[config.mk]
export PLATFORM = sky130hd
export DESIGN_NAME = lcd_nibble_writer
export DESIGN_NICKNAME = d
export VERILOG_FILES = /design/src/rtl/lcd_nibble_writer_pkg.sv /design/src/rtl/lcd_delay_counter.sv /design/src/rtl/lcd_nibble_writer.sv
export SDC_FILE = /design/constraint.sdc
export NUM_CORES = 1
export LEC_CHECK = 0
export ABC_CLOCK_PERIOD_IN_PS = 1850
export BUFFER_PORTS_ARGS = -buffer_cell sky130_fd_sc_hd__buf_2
export CORE_MARGIN = 4
export CORE_UTILIZATION = 52
export DETAILED_ROUTE_END_ITERATION = 6
export PLACE_DENSITY = 0.85
export SETUP_SLACK_MARGIN = 0.02
export SLEW_MARGIN = 20
export SYNTH_ARGS = -nofsm -noshare
export SYNTH_HDL_FRONTEND = slang
export SYNTH_SLANG_ARGS = --single-unit
[constraint.sdc]
create_clock -name clk -period 1.85 [get_ports clk]
set_input_delay 0.185 -clock clk [delete_from_list [all_inputs] [get_ports clk]]
set_output_delay 0.185 -clock clk [all_outputs]
set_load 0.01 [all_outputs]
[src/rtl/lcd_nibble_writer_pkg.sv]
// Shared definitions for the 4-bit character LCD bus driver: FSM states,
// default bus timing (in 50 MHz clock cycles) and HD44780 command codes.
package lcd_nibble_writer_pkg;

  typedef enum logic [3:0] {
    IDLE,
    SETUP_H,
    PULSE_H,
    HOLD_H,
    GAP,
    SETUP_L,
    PULSE_L,
    HOLD_L,
    EXEC
  } state_t;

  localparam int CNT_W = 17;

  localparam int T_SETUP_DEF = 2;
  localparam int T_PULSE_DEF = 12;
  localparam int T_HOLD_DEF  = 1;
  localparam int T_GAP_DEF   = 50;
  localparam int T_EXEC_DEF  = 2000;
  localparam int T_CLEAR_DEF = 82000;

  typedef enum logic [7:0] {
    CMD_CLEAR     = 8'h01,
    CMD_HOME      = 8'h02,
    CMD_ENTRY     = 8'h06,
    CMD_DISP_ON   = 8'h0C,
    CMD_FUNC_4BIT = 8'h28,
    CMD_DDRAM_0   = 8'h80
  } lcd_cmd_t;

  // 0x03 decodes as return-home on the controller (bit 0 is don't-care).
  function automatic logic is_slow_cmd(input logic [7:0] code);
    return (code == CMD_CLEAR) || (code == CMD_HOME) || (code == 8'h03);
  endfunction

endpackage

[src/rtl/lcd_delay_counter.sv]
// Loadable down-counter that stops at zero; shared by the nibble writer
// and the power-on sequencer for its long waits.
module lcd_delay_counter #(
  parameter int W = 17
) (
  input  logic         clk,
  input  logic         rst,
  input  logic         load,
  input  logic [W-1:0] load_value,
  output logic [W-1:0] value,
  output logic         zero
);

  always_ff @(posedge clk or posedge rst) begin
    if (rst) begin
      value <= '0;
    end else if (load) begin
      value <= load_value;
    end else if (value != '0) begin
      value <= value - W'(1);
    end
  end

  assign zero = (value == '0);

endmodule

[src/rtl/lcd_nibble_writer.sv]
// Serialises one command/data byte (or a single init nibble) onto the 4-bit
// LCD bus with E strobes, then waits out the controller execution time.
module lcd_nibble_writer
  import lcd_nibble_writer_pkg::*;
#(
  parameter int T_SETUP = T_SETUP_DEF,
  parameter int T_PULSE = T_PULSE_DEF,
  parameter int T_HOLD  = T_HOLD_DEF,
  parameter int T_GAP   = T_GAP_DEF,
  parameter int T_EXEC  = T_EXEC_DEF,
  parameter int T_CLEAR = T_CLEAR_DEF
) (
  input  logic       clk,
  input  logic       reset,
  input  logic       wr_en,
  input  logic       rs,
  input  logic       nib_only,
  input  logic [7:0] data,
  output logic       busy,
  output logic       done,
  output logic [3:0] lcd_d,
  output logic       lcd_e,
  output logic       lcd_rs,
  output logic       lcd_rw
);

  state_t             state_reg, state_next;
  logic [7:0]         data_reg;
  logic               rs_reg, nib_reg;
  logic               done_reg, done_next;
  logic               load;
  logic [CNT_W-1:0]   load_value, count;
  logic               count_zero;
  logic               slow_wait;

  lcd_delay_counter #(.W(CNT_W)) u_delay (
    .clk        (clk),
    .rst        (reset),
    .load       (load),
    .load_value (load_value),
    .value      (count),
    .zero       (count_zero)
  );

  always_ff @(posedge clk or posedge reset) begin
    if (reset) begin
      state_reg <= IDLE;
      data_reg  <= '0;
      rs_reg    <= 1'b0;
      nib_reg   <= 1'b0;
      done_reg  <= 1'b0;
    end else begin
      state_reg <= state_next;
      done_reg  <= done_next;
      if (state_reg == IDLE && wr_en) begin
        data_reg <= data;
        rs_reg   <= rs;
        nib_reg  <= nib_only;
      end
    end
  end

  always_comb begin
    state_next = state_reg;
    done_next  = 1'b0;
    case (state_reg)
      IDLE:    if (wr_en) state_next = nib_only ? SETUP_L : SETUP_H;
      SETUP_H: if (count_zero) state_next = PULSE_H;
      PULSE_H: if (count_zero) state_next = HOLD_H;
      HOLD_H:  if (count_zero) state_next = GAP;
      GAP:     if (count_zero) state_next = SETUP_L;
      SETUP_L: if (count_zero) state_next = PULSE_L;
      PULSE_L: if (count_zero) state_next = HOLD_L;
      HOLD_L:  if (count_zero) state_next = EXEC;
      EXEC: begin
        if (count_zero) begin
          state_next = IDLE;
          done_next  = 1'b1;
        end
      end
      default: state_next = IDLE;
    endcase
  end

  assign slow_wait = !rs_reg && !nib_reg && is_slow_cmd(data_reg);

  // Every state entry reloads the counter so each state lasts exactly its count.
  always_comb begin
    load       = (state_next != state_reg);
    load_value = '0;
    case (state_next)
      SETUP_H, SETUP_L: load_value = CNT_W'(T_SETUP - 1);
      PULSE_H, PULSE_L: load_value = CNT_W'(T_PULSE - 1);
      HOLD_H,  HOLD_L:  load_value = CNT_W'(T_HOLD - 1);
      GAP:              load_value = CNT_W'(T_GAP - 1);
      EXEC:             load_value = slow_wait ? CNT_W'(T_CLEAR - 1) : CNT_W'(T_EXEC - 1);
      default:          load_value = '0;
    endcase
  end

  always_comb begin
    lcd_d  = '0;
    lcd_rs = 1'b0;
    case (state_reg)
      SETUP_H, PULSE_H, HOLD_H, GAP: begin
        lcd_d  = data_reg[7:4];
        lcd_rs = rs_reg;
      end
      SETUP_L, PULSE_L, HOLD_L: begin
        lcd_d  = data_reg[3:0];
        lcd_rs = rs_reg;
      end
      default: ;
    endcase
  end

  // Decoded straight from the async-reset state so E drops the instant reset rises.
  assign lcd_e  = (state_reg == PULSE_H) || (state_reg == PULSE_L);
  assign busy   = (state_reg != IDLE);
  assign done   = done_reg;
  assign lcd_rw = 1'b0;

endmodule

# After elaboration in Yosys (flattened, before gate mapping)
# Cells that the tools add are included.
[word_totals] inputBits=13 reg_bits=32 output_inout_bits=9 word_cells=62
[classes] n_addsub=1 muxes=19 n_eq_ne=18 n_reduce_logical=18
[ops] op="$pmux W17 S4" count=1
[ops] op="$mux W17" count=3
[ops] op="$mux W4" count=9
[ops] op="$pmux W4 S9" count=1
[ops] op="$eq A4 B3 Y1 const B" count=7
[ops] op="$logic_not A17 Y1" count=1
[ops] op="$reduce_bool A17 Y1" count=1
[ops] op="$sub A17 B1 Y17 const B" count=1
[ops] op="$eq A8 B2 Y1 const B" count=2
[ops] op="$eq A4 B2 Y1 const B" count=3
[ops] op="$eq A4 B1 Y1 const B" count=2
[ops] op="$eq A4 B4 Y1 const B" count=2
[ops] op="$eq A8 B1 Y1 const B" count=1
[ops] op="$pmux W4 S2" count=1
[ops] op="$reduce_or A7 Y1" count=1
[ops] op="$logic_not A4 Y1" count=1
[ops] op="$ne A4 B4 Y1" count=1
[ops] op="$reduce_bool A4 Y1" count=1
[ops] op="$reduce_or A2 Y1" count=2
[ops] op="$reduce_or A4 Y1" count=1
[ops] op="$logic_and A1 B1 Y1" count=3
[ops] op="$logic_or A1 B1 Y1" count=3
[ops] op="$mux W1" count=3
[ops] op="$mux W3" count=1
[ops] op="other kinds (3)" count=4

# Logic depth before layout (Yosys ltp)
# Gate-level depths: netlist (run 1).
[depth] depth_word=7 mapped_depth=7 mapped_depth_nobuf=6

# Modules after synthesis
# A second synthesis (run 1) with hierarchy kept.
[unflattened] cells_unflattened=211 hier_area_um2=2023.2
[by_module_without_submodules] module="lcd_delay_counter" seq_area_each_um2=425.4 cells_each=109 area_each_um2=1062.3 n_inst=1
[by_module_without_submodules] module="lcd_nibble_writer" seq_area_each_um2=375.4 cells_each=102 area_each_um2=960.9 n_inst=1

# Worst setup path after synthesis (run 1)
# Ideal clock, no wire load.
[synth_path] path_type="reg-to-reg" startpoint="register u_delay.value[0]" endpoint="register state_reg[2]" required_ns=1.751 stages_incl_launch_ff=7 n_path_buf=0 synth_period_minus_slack_ns=1.899 setup_time_ns=0.099 setup_slack_ns=-0.049 arrival_time_ns=1.799 path_cell_list="dfrtp_1 > inv_1 > ha_1 > nor4b_2 > nand3_2 > or4_1 > a311oi_1"
[synth_between] elab_chain_len=3 elab_cells_between_ends=10 classes_between="9 x mux; 1 x reduce/logical"
[synth_lines] element="from (decl)" line_no="lcd_delay_counter.sv:10" rtl="output logic [W-1:0] value,"
[synth_lines] element="from (signal assigned)" line_no="lcd_delay_counter.sv:18" rtl="value <= load_value;"
[synth_lines] element="from (signal assigned)" line_no="lcd_delay_counter.sv:20" rtl="value <= value - W'(1);"
[synth_lines] element="$logic_not A17 Y1 (*)" line_no="lcd_delay_counter.sv:24" rtl="assign zero = (value == '0);"
[synth_lines] element="$mux W4, or another cell as far along" line_no="lcd_nibble_writer.sv:76" rtl="if (count_zero) begin"
[synth_lines] element="$pmux W4 S9 (*)" line_no="lcd_nibble_writer.sv:66" rtl="case (state_reg)"
[synth_lines] element="via state_next[2]" line_no="lcd_nibble_writer.sv:27" rtl="state_t state_reg, state_next;"
[synth_lines] element="to (signal assigned)" line_no="lcd_nibble_writer.sv:53" rtl="state_reg <= state_next;"
[synth_lines] element="to (decl)" line_no="lcd_nibble_writer.sv:27"
# The timed path passes the listed nets; every way through them passes the cells marked *.
# A chain may end at the register's enable or synchronous reset.

# Worst setup path in the final report (run 1)
[layout_path] startpoint="register u_delay.value[1]" endpoint="register u_delay.value[13]"
[layout_between] elab_chain_len=7 elab_cells_between_ends=25 classes_between="1 x add/sub; 7 x eq/ne; 12 x mux; 5 x reduce/logical"
[layout_lines] element="$logic_not A17 Y1" line_no="lcd_delay_counter.sv:24"
[layout_lines] element="$mux W4, or another cell as far along" line_no="lcd_nibble_writer.sv:76"
[layout_lines] element="$pmux W4 S9" line_no="lcd_nibble_writer.sv:66"
[layout_lines] element="$eq A4 B2 Y1, or another cell as far along" line_no="lcd_nibble_writer.sv:91" rtl="case (state_next)"
[layout_lines] element="$reduce_or A2 Y1" line_no="lcd_nibble_writer.sv:91"
[layout_lines] element="$pmux W17 S4" line_no="lcd_nibble_writer.sv:91"
[layout_lines] element="$mux W17" line_no="lcd_delay_counter.sv:17" rtl="end else if (load) begin"
# Several ways; a longest one is shown, not always the timed one. The select of a mux whose other input is x is not followed.

==> results.sh, run 1 <==
export IMPL_yosysWarnings=0
export IMPL_grt_pass1_wl_mm=7.93
export IMPL_gp_congestion=0.950
export IMPL_hold_class="input pin to flop"
export IMPL_required_ns=2.13
export IMPL_outcome="complete, but fails checks"
export IMPL_fin_skew_ns=0.0184
export IMPL_yosysMostFrequentCell="dfrtp_1"
export IMPL_vias=1787
export IMPL_totalWireLength_mm=5.44
export IMPL_setup_violations=4
export IMPL_dieArea_mm2=0.00459
export IMPL_worst_pin_slew_ns=0.513
export IMPL_row_count=21
export IMPL_muxShareOfSynthArea_pct=7.69
export IMPL_fill_cells=205
export IMPL_drtIter0Drc=71
export IMPL_antenna_found_initial=0
export IMPL_synthDistinctLibCells=50
export IMPL_finalInstanceArea_mm2=0.00262
export IMPL_fin_crit_ns=1.90
export IMPL_grt_pass1_vias=1742
export IMPL_synth_seq_cells=32
export IMPL_largest_reg_flops=17
export IMPL_synth_top_family_by_area="simple AND/OR/NAND/NOR gates"
export IMPL_violations="negative setup slack"
export IMPL_synthCells=188
export IMPL_n_antenna_cell=0
export IMPL_cap_violations=0
export IMPL_die_height_um=67.7
export IMPL_synth_simple_gate_area_share_pct=24.6
export IMPL_grtUsageTotal_pct=23.2
export IMPL_worstPathArrival_ns=2.18
export IMPL_yosysTopAreaCell="dfrtp_1"
export IMPL_worst_slack_ns=-0.0465
export IMPL_h_tree_depth=2
export IMPL_cts_tree="done"
export IMPL_io_buffer_count=20
export IMPL_cpMaxStageDelayCell="or4_4"
export IMPL_worstSetupPathType="flop to flop"
export IMPL_drv_slew=0
export IMPL_layout_nets=269
export IMPL_wire_per_inst_um=18.1
export IMPL_grt_max_degree=33
export IMPL_multi_input_area_mm2=0.00119
export IMPL_leakage_nw=1.14
export IMPL_syn_area_per_cell_um2=9.86
export IMPL_dp_hpwl_mm=3.33
export IMPL_clkSinkCount=32
export IMPL_remaining_drc_errors=0
export IMPL_power_w=0.00167
export IMPL_max_freq_mhz=527
export IMPL_report_final_hold_viol_count=0
export IMPL_placed_area_mm2=0.00221
export IMPL_synth_top_area_share_pct=43.2
export IMPL_synthTopCellsByArea="dfrtp_1, mux2_2, xnor2_1"
export IMPL_syn_to_final_growth_pct=41.5
export IMPL_numCtsBuffers=5
export IMPL_io_pins=22
export IMPL_start_util_pct=54.7
export IMPL_cp_end_kind="flop"
export IMPL_path_clk_slew_ns=0.11
export IMPL_root_buffer="clkbuf_4"
export IMPL_post_route_period_util_pct=103
export IMPL_drive_above_1_share_pct=47.5
export IMPL_utilization_pct=77.4
export IMPL_netlist_area_mm2=0.00185
export IMPL_drtPass1Iterations=4
export IMPL_clkLatencyLatePin_ns=0.35
export IMPL_die_w_um=67.7
export IMPL_place_ws_ns=-0.0428
export IMPL_ant_nets=0
export IMPL_syn_nets=203
export IMPL_viasPerCell=5.94
export IMPL_yosys_area_share_xor_xnor_pct=4.25
export IMPL_synth_ff_type="dfrtp_1"
export IMPL_cts_path_max_buffers=2
export IMPL_power_density_mw_per_mm2=637
export IMPL_crit_fanout=5
export IMPL_seq_area_frac_synth_pct=43.2
export IMPL_synth_enable_flop_cells=0
export IMPL_peakVddDrop_mv=0.477
export IMPL_start_kind="flop"
export IMPL_synthAdderAreaFrac_pct=1.35
export IMPL_yosys_top_cells_count="dfrtp_1, nor2_1, mux2_2, nor3_1, xnor2_1"
export IMPL_overflow=0
export IMPL_worstPathCellList="buf_4, or4_4, nor2_1, or4b_1, a22oi_2"
export IMPL_core_area_mm2=0.00339
export IMPL_regArea_um2=801
export IMPL_synth_compound_area_share_pct=15.4
export IMPL_max_slew_margin_pct=65.5
export IMPL_max_stage_delay_ns=0.56
export IMPL_async_reset_ff_share_pct=100
export IMPL_rsz0062_at_grt="yes"
-- per-layer routing --
metal	vias up	global-route usage [%]	share of wire (%)
met5	-	0	0
met4	0	5.82	1.8
met3	12	5.99	5.9
met2	67	40.2	52
met1	863	28.4	40
li1	845	-	-
-- worst paths after layout --
check | slack (ns) | depth (start not counted) | to | from
max | -0.05 | 5 | u_delay.value[13]$_DFFE_PP0P_ | u_delay.value[1]$_DFFE_PP0P_
min | 0.08 | 2 | rs_reg$_DFFE_PP0P_ | rs
max reg2reg | -0.05 | 5 | u_delay.value[13]$_DFFE_PP0P_ | u_delay.value[1]$_DFFE_PP0P_
min reg2reg | 0.53 | 1 | nib_reg$_DFFE_PP0P_ | nib_reg$_DFFE_PP0P_
max in group asynchronous | 1.09 | 4 | data_reg[7]$_DFFE_PP0P_ | reset
min in group asynchronous | 0.45 | 4 | state_reg[3]$_DFF_PP0_ | reset
-- power by group --
| group | switching, W | total (W) | internal (W) | leakage (nW) |
|---|---|---|---|---|
| Sequential | 0.000111 | 0.000871 | 0.000760 | 0.376 |
| Combinational | 0.000183 | 0.000375 | 0.000192 | 0.730 |
| Clock | 0.000239 | 0.000427 | 0.000187 | 0.0326 |
| Total | 0.000532 | 0.00167 | 0.00114 | 1.14 |
-- repair_timing --
action,in CTS,in global routing
pin swaps,6,15
gates cloned,0,2
hold buffers,1,0
resized for setup,15,40
buffers inserted,2,13
hold endpoints to repair,32,0
setup endpoints to repair,18,26
-- critical path, delay by kind of cell (launching register included) --
kind                   cells  cell delay [ns]
and+or+nand+nor            3             1.12
buffers and inverters      1             0.14
DFF                        1             0.42
AOI/OAI and AO/OA          1             0.15
-- cells by family after synthesis --
| group | count (synthesis) |
|---|---|
| flip-flops | 32 |
| multiplexers | 13 |
| XOR/XNOR | 9 |
| adder cells (fa/ha/maj) | 2 |
| AND/OR/NAND/NOR | 74 |
| AO/OA/AOI/OAI | 42 |
| other | 1 |
| buffers and inverters | 15 |
-- per-stage QoR --
step	hold WS [ns]	instances	setup TNS [ns]
3_3_place_gp	0.285	276	0
2_1_floorplan	0.301	188	0
5_1_grt	0.0759	301	-1.26
6_report	0.0762	301	-0.123
3_5_place_dp	0.291	276	-0.191
4_1_cts	0.0646	286	-0.0110
-- layout by cell type, fill, tap and decap left out, types with 5 or more instances in the layout --
| cell | instances |
|---|---|
| inv_1 | 5 |
| nand4_1 | 6 |
| xnor2_1 | 8 |
| mux2_2 | 10 |
| nand2_1 | 6 |
| buf_2 | 20 |
| buf_4 | 37 |
| nor2_1 | 16 |
| dfrtp_1 | 32 |
| clkbuf_4 | 5 |
| buf_6 | 9 |
-- layout make-up --
cell class                      instances  share of cell area (%)
Clock buffer                            8                    2.24
Sequential cell                        32                    30.5
Inverter                                7                    1.00
Timing Repair Buffer                   67                    18.6
Multi-Input combinational cell        141                    45.4
Tap cell                               46                    2.19
(Power assumes the default switching activity.)
==> run 2: changes to the inputs <==
--- a/config.mk
+++ b/config.mk
@@ -8,9 +8,9 @@
 export ABC_CLOCK_PERIOD_IN_PS = 1850
 export BUFFER_PORTS_ARGS = -buffer_cell sky130_fd_sc_hd__buf_2
 export CORE_MARGIN = 4
-export CORE_UTILIZATION = 52
+export CORE_UTILIZATION = 50
 export DETAILED_ROUTE_END_ITERATION = 6
-export PLACE_DENSITY = 0.85
+export PLACE_DENSITY = 0.83
 export SETUP_SLACK_MARGIN = 0.02
 export SLEW_MARGIN = 20
 export SYNTH_ARGS = -nofsm -noshare
==> results.sh, run 2 (synthesis results as in run 1) <==
export IMPL_path_delay_family="simple AND/OR/NAND/NOR gates"
export IMPL_n_antenna_cell=0
export IMPL_die_w_um=68.9
export IMPL_drv_slew=0
export IMPL_ant_nets=0
export IMPL_layout_nets=258
export IMPL_report_final_hold_viol_count=0
export IMPL_max_slew_margin_pct=66.2
export IMPL_drtIter0Drc=76
export IMPL_regArea_um2=805
export IMPL_die_height_um=68.9
export IMPL_totalWireLength_mm=5.08
export IMPL_start_util_pct=53.5
export IMPL_final_cell_mix="buf_4, dfrtp_1, buf_2, nor2_1, mux2_2"
export IMPL_worstPathArrival_ns=2.15
export IMPL_crit_fanout=3
export IMPL_fill_cells=257
export IMPL_path_clk_slew_ns=0.06
export IMPL_drive_above_1_share_pct=43.9
export IMPL_numCtsBuffers=5
export IMPL_multi_input_area_mm2=0.00115
export IMPL_tns_ns=-0.226
export IMPL_viasPerCell=6.06
export IMPL_dieArea_mm2=0.00475
export IMPL_cpMaxStageDelayCell="or4_1"
export IMPL_remaining_drc_errors=0
export IMPL_utilization_pct=72.8
export IMPL_overflow=0
export IMPL_outcome="complete, but fails checks"
export IMPL_setup_violations=4
export IMPL_clkSinkCount=32
export IMPL_worstPathCellList="inv_2, ha_4, nor4b_4, nand3_2, or4_1, a311oi_1"
export IMPL_cts_tree="done"
export IMPL_post_route_period_util_pct=107
export IMPL_max_freq_mhz=504
export IMPL_cts_path_max_buffers=2
export IMPL_root_buffer="clkbuf_8"
export IMPL_fin_crit_ns=1.99
export IMPL_fin_skew_ns=0.00720
export IMPL_start_kind="flop"
export IMPL_row_count=21
export IMPL_io_pins=22
export IMPL_cp_num_buf_inv=1
export IMPL_grt_max_degree=21
export IMPL_drtPass1Iterations=4
export IMPL_leakage_nw=1.07
export IMPL_worst_pin_slew_ns=0.503
export IMPL_dp_hpwl_mm=3.25
export IMPL_rsz0062_at_grt="yes"
export IMPL_required_ns=2.02
export IMPL_place_inst=273
export IMPL_power_density_mw_per_mm2=702
export IMPL_worst_slack_ns=-0.136
export IMPL_layout_commonest_cell="buf_4"
export IMPL_power_w=0.00177
export IMPL_syn_to_final_growth_pct=36.1
export IMPL_vias=1758
export IMPL_place_ws_ns=-0.0822
export IMPL_worstSetupPathType="flop to flop"
export IMPL_violations="negative setup slack"
export IMPL_core_area_mm2=0.00347
export IMPL_antenna_found_initial=0
export IMPL_r2r_slack_ns=-0.14
export IMPL_wire_per_inst_um=17.5
export IMPL_max_stage_delay_ns=0.51
export IMPL_grt_pass1_vias=1682
export IMPL_hold_class="input pin to flop"
export IMPL_cap_violations=0
export IMPL_largest_reg_flops=17
export IMPL_fin_cells=290
export IMPL_clkLatencyLatePin_ns=0.28
export IMPL_grt_pass1_wl_mm=7.74
export IMPL_peakVddDrop_mv=0.464
export IMPL_gp_congestion=0.894
export IMPL_io_buffer_count=20
export IMPL_cp_end_kind="flop"
export IMPL_grtUsageTotal_pct=22.3
export IMPL_h_tree_depth=2
==> run 2: through the flow <==
| step | hold slack [ns] | instance area, µm² |
|---|---|---|
| floorplan | 0.301 | 1870 |
| global placement | 0.201 | 2190 |
| detailed placement | 0.202 | 2190 |
| CTS | 0.125 | 2340 |
| global route | 0.120 | 2520 |
| finish | 0.127 | 2520 |
==> run 2: power by group <==
part | switching (W) | total [W] | internal [W]
logic | 0.000164 | 0.000344 | 0.000180
registers | 0.000111 | 0.000877 | 0.000767
clock network | 0.000246 | 0.000549 | 0.000303
total | 0.000522 | 0.00177 | 0.00125
==> run 2: cell type report <==
cell class | instances | share of cell area [%]
Multi-Input combinational cell | 141 | 45.6
Tap cell | 46 | 2.28
Timing Repair Buffer | 56 | 15.5
Clock buffer | 8 | 3.57
Sequential cell | 32 | 31.9
Inverter | 7 | 1.19
==> run 2: worst register-to-register path, delay by kind of cell, from the launching register on <==
| kind | cells | cell delay, ns |
|---|---|---|
| buffers and inverters | 1 | 0.12 |
| flip-flops | 1 | 0.41 |
| adder cells (fa/ha/maj) | 1 | 0.13 |
| AND/OR/NAND/NOR | 3 | 0.92 |
| AO/OA/AOI/OAI | 1 | 0.29 |
==> run 2: routing by layer <==
metal / vias to the layer above / wire [µm] / share of wire (%) / global-route usage, %
met5: - / 0 / 0 / 0
met4: 0 / 166 / 3.3 / 8.27
met3: 20 / 314 / 6.2 / 5.51
met2: 76 / 2530 / 50 / 37.3
met1: 842 / 2070 / 41 / 27.8
li1: 820 / - / - / -
==> run 2: final timing paths <==
path	to	start	cells after the start
hold / removal	data_reg[6]$_DFFE_PP0P_	data[6]	2
setup / recovery	state_reg[2]$_DFF_PP0_	u_delay.value[1]$_DFFE_PP0P_	6
max in group asynchronous	state_reg[3]$_DFF_PP0_	reset	4
min in group asynchronous	data_reg[1]$_DFFE_PP0P_	reset	4
hold reg to reg	nib_reg$_DFFE_PP0P_	nib_reg$_DFFE_PP0P_	1
setup reg to reg	state_reg[2]$_DFF_PP0_	u_delay.value[1]$_DFFE_PP0P_	6
==> run 2: what timing repair did <==
item	CTS	global route
gates resized for setup	10	31
pin swaps	3	6
hold endpoints to repair	32	0
cloned	0	1
endpoints found under the setup margin	11	25
buffers inserted	2	5
hold buffers	1	0
==> run 3: changes to the inputs <==
--- a/config.mk
+++ b/config.mk
@@ -6,13 +6,15 @@
 export NUM_CORES = 1
 export LEC_CHECK = 0
 export ABC_CLOCK_PERIOD_IN_PS = 1850
-export BUFFER_PORTS_ARGS = -buffer_cell sky130_fd_sc_hd__buf_2
 export CORE_MARGIN = 4
 export CORE_UTILIZATION = 50
 export DETAILED_ROUTE_END_ITERATION = 6
-export PLACE_DENSITY = 0.83
+export DONT_BUFFER_PORTS = 1
+export MAX_ROUTING_LAYER = met4
+export PLACE_DENSITY = 0.78
 export SETUP_SLACK_MARGIN = 0.02
 export SLEW_MARGIN = 20
 export SYNTH_ARGS = -nofsm -noshare
 export SYNTH_HDL_FRONTEND = slang
 export SYNTH_SLANG_ARGS = --single-unit
+export TNS_END_PERCENT = 1
==> results.sh, run 3 (synthesis results as in run 1) <==
export IMPL_root_buffer="clkbuf_8"
export IMPL_seqPwrFrac_pct=50.0
export IMPL_remaining_drc_errors=0
export IMPL_cts_tree="done"
export IMPL_critPathCapture="state_reg[2]$_DFF_PP0_"
export IMPL_reg2reg_depth=4
export IMPL_clockPowerShare_pct=29.5
export IMPL_cts_path_max_buffers=2
export IMPL_n_antenna_cell=0
export IMPL_gp_congestion=0.945
export IMPL_placed_area_mm2=0.00211
export IMPL_clkSinkCount=32
export IMPL_r2r_slack_ns=-0.009
export IMPL_reg2reg_to="state_reg[2]$_DFF_PP0_"
export IMPL_viasPerCell=6.16
export IMPL_worst_slack_ns=-0.00945
export IMPL_vias=1651
export IMPL_leakage_nw=0.941
export IMPL_final_cell_mix="buf_4, dfrtp_1, nor2_1, mux2_2, xnor2_1"
export IMPL_cp_end_kind="flop"
export IMPL_cap_violations=0
export IMPL_worstSetupPathType="flop to flop"
export IMPL_required_ns=2.03
export IMPL_dp_hpwl_mm=3.47
export IMPL_worst_pin_slew_ns=0.541
export IMPL_tns_ns=-0.00945
export IMPL_post_route_period_util_pct=101
export IMPL_path_clk_slew_ns=0.07
export IMPL_layout_nets=237
export IMPL_h_tree_depth=2
export IMPL_die_height_um=68.9
export IMPL_grt_pass1_wl_mm=7.82
export IMPL_drv_slew=0
export IMPL_io_pins=22
export IMPL_overflow=0
export IMPL_start_util_pct=53.5
export IMPL_dieArea_mm2=0.00475
export IMPL_finalInstanceArea_mm2=0.00234
export IMPL_crit_fanout=7
export IMPL_whs_ns=0.0467
export IMPL_totalWireLength_mm=4.69
export IMPL_crit_start="u_delay.value[7]$_DFFE_PP0P_"
export IMPL_io_buffer_count=0
export IMPL_max_slew_margin_pct=63.6
export IMPL_antenna_found_initial=0
export IMPL_outcome="complete, but fails checks"
export IMPL_swShare_pct=29.8
export IMPL_syn_to_final_growth_pct=26.2
export IMPL_timing_rr_start="u_delay.value[7]$_DFFE_PP0P_"
export IMPL_numCtsBuffers=5
export IMPL_switchingPower_w=0.000513
export IMPL_grt_pass1_vias=1656
export IMPL_clkLatencyLatePin_ns=0.28
export IMPL_hold_class="input pin to flop"
export IMPL_grtUsageTotal_pct=22.9
export IMPL_fin_skew_ns=0.00742
export IMPL_largest_reg_flops=17
export IMPL_power_density_mw_per_mm2=735
export IMPL_fin_crit_ns=1.86
export IMPL_setup_violations=1
export IMPL_drtIter0Drc=166
export IMPL_violations="negative setup slack"
export IMPL_layout_commonest_cell="buf_4"
export IMPL_rsz0062_at_grt="yes"
export IMPL_grt_max_degree=33
export IMPL_intPower_w=0.00121
export IMPL_worstPathArrival_ns=2.04
export IMPL_start_kind="flop"
export IMPL_die_w_um=68.9
export IMPL_peakVddDrop_mv=0.451
export IMPL_report_final_hold_viol_count=0
export IMPL_max_freq_mhz=538
export IMPL_row_count=21
export IMPL_ant_nets=0
export IMPL_core_area_mm2=0.00347
export IMPL_drive_above_1_share_pct=34.2
export IMPL_wire_per_inst_um=17.5
export IMPL_power_frac_comb_pct=20.5
export IMPL_drtPass1Iterations=4
-- run 3: worst max-delay path, cell delays in order (launching register included) --
cell	delay, ns
dfrtp_1	0.46
nor3_1	0.35
nand2_2	0.20
or4_1	0.53
a311oi_2	0.22
-- run 3: worst min-delay path by stage --
stage                     cells after the start                           end  startpoint
after CTS                                     1       data_reg[7]$_DFFE_PP0P_     data[7]
after global routing                          1       data_reg[2]$_DFFE_PP0P_     data[2]
after global placement                        2  u_delay.value[6]$_DFFE_PP0P_       reset
after floorplan                               1       data_reg[0]$_DFFE_PP0P_       reset
after detailed placement                      2  u_delay.value[5]$_DFFE_PP0P_       reset
final                                         1       data_reg[4]$_DFFE_PP0P_     data[4]
-- run 3: final cells by class --
type / count / area, µm²
Multi-Input combinational cell: 141 / 1100
Clock buffer: 5 / 68.8
Clock inverter: 2 / 12.5
Fill cell: 287 / 1130
Inverter: 7 / 26.3
Tap cell: 46 / 57.6
Timing Repair Buffer: 35 / 273
Sequential cell: 32 / 802
-- run 3: what timing repair did --
action / CTS / global route
endpoints found under the setup margin: 18 / 24
hold endpoints to repair: 32 / 0
setup buffers: 5 / 0
hold buffers: 1 / 0
pin swaps: 4 / 2
gates resized for setup: 10 / 16
-- run 3: metrics by stage --
stage               power, W  std cells  setup WS, ns  utilization, %
floorplan            0.00104        188      0.000541               -
global placement     0.00114        255        0.0157            60.8
detailed placement   0.00117        255        -0.151            60.8
CTS                  0.00172        268       0.00613            65.4
global route         0.00181        268        -0.102            67.5
finish               0.00172        268      -0.00945            67.5
-- run 3: layer usage --
| metal | vias up | part of all wire [%] | global-route usage [%] |
|---|---|---|---|
| met5 | - | 0 | - |
| met4 | 0 | 0.68 | 5.11 |
| met3 | 5 | 5.7 | 4.86 |
| met2 | 69 | 51 | 36.9 |
| met1 | 804 | 43 | 29.8 |
| li1 | 773 | - | - |
-- run 3: power by group through the flow --
stage	Clock (W)	Combinational [W]	Sequential (W)
floorplan	0	0.000169	0.000869
global placement	0	0.000284	0.000859
detailed placement	0	0.000297	0.000868
CTS	0.000514	0.000348	0.000857
global route	0.000554	0.000386	0.000868
finish	0.000508	0.000353	0.000860
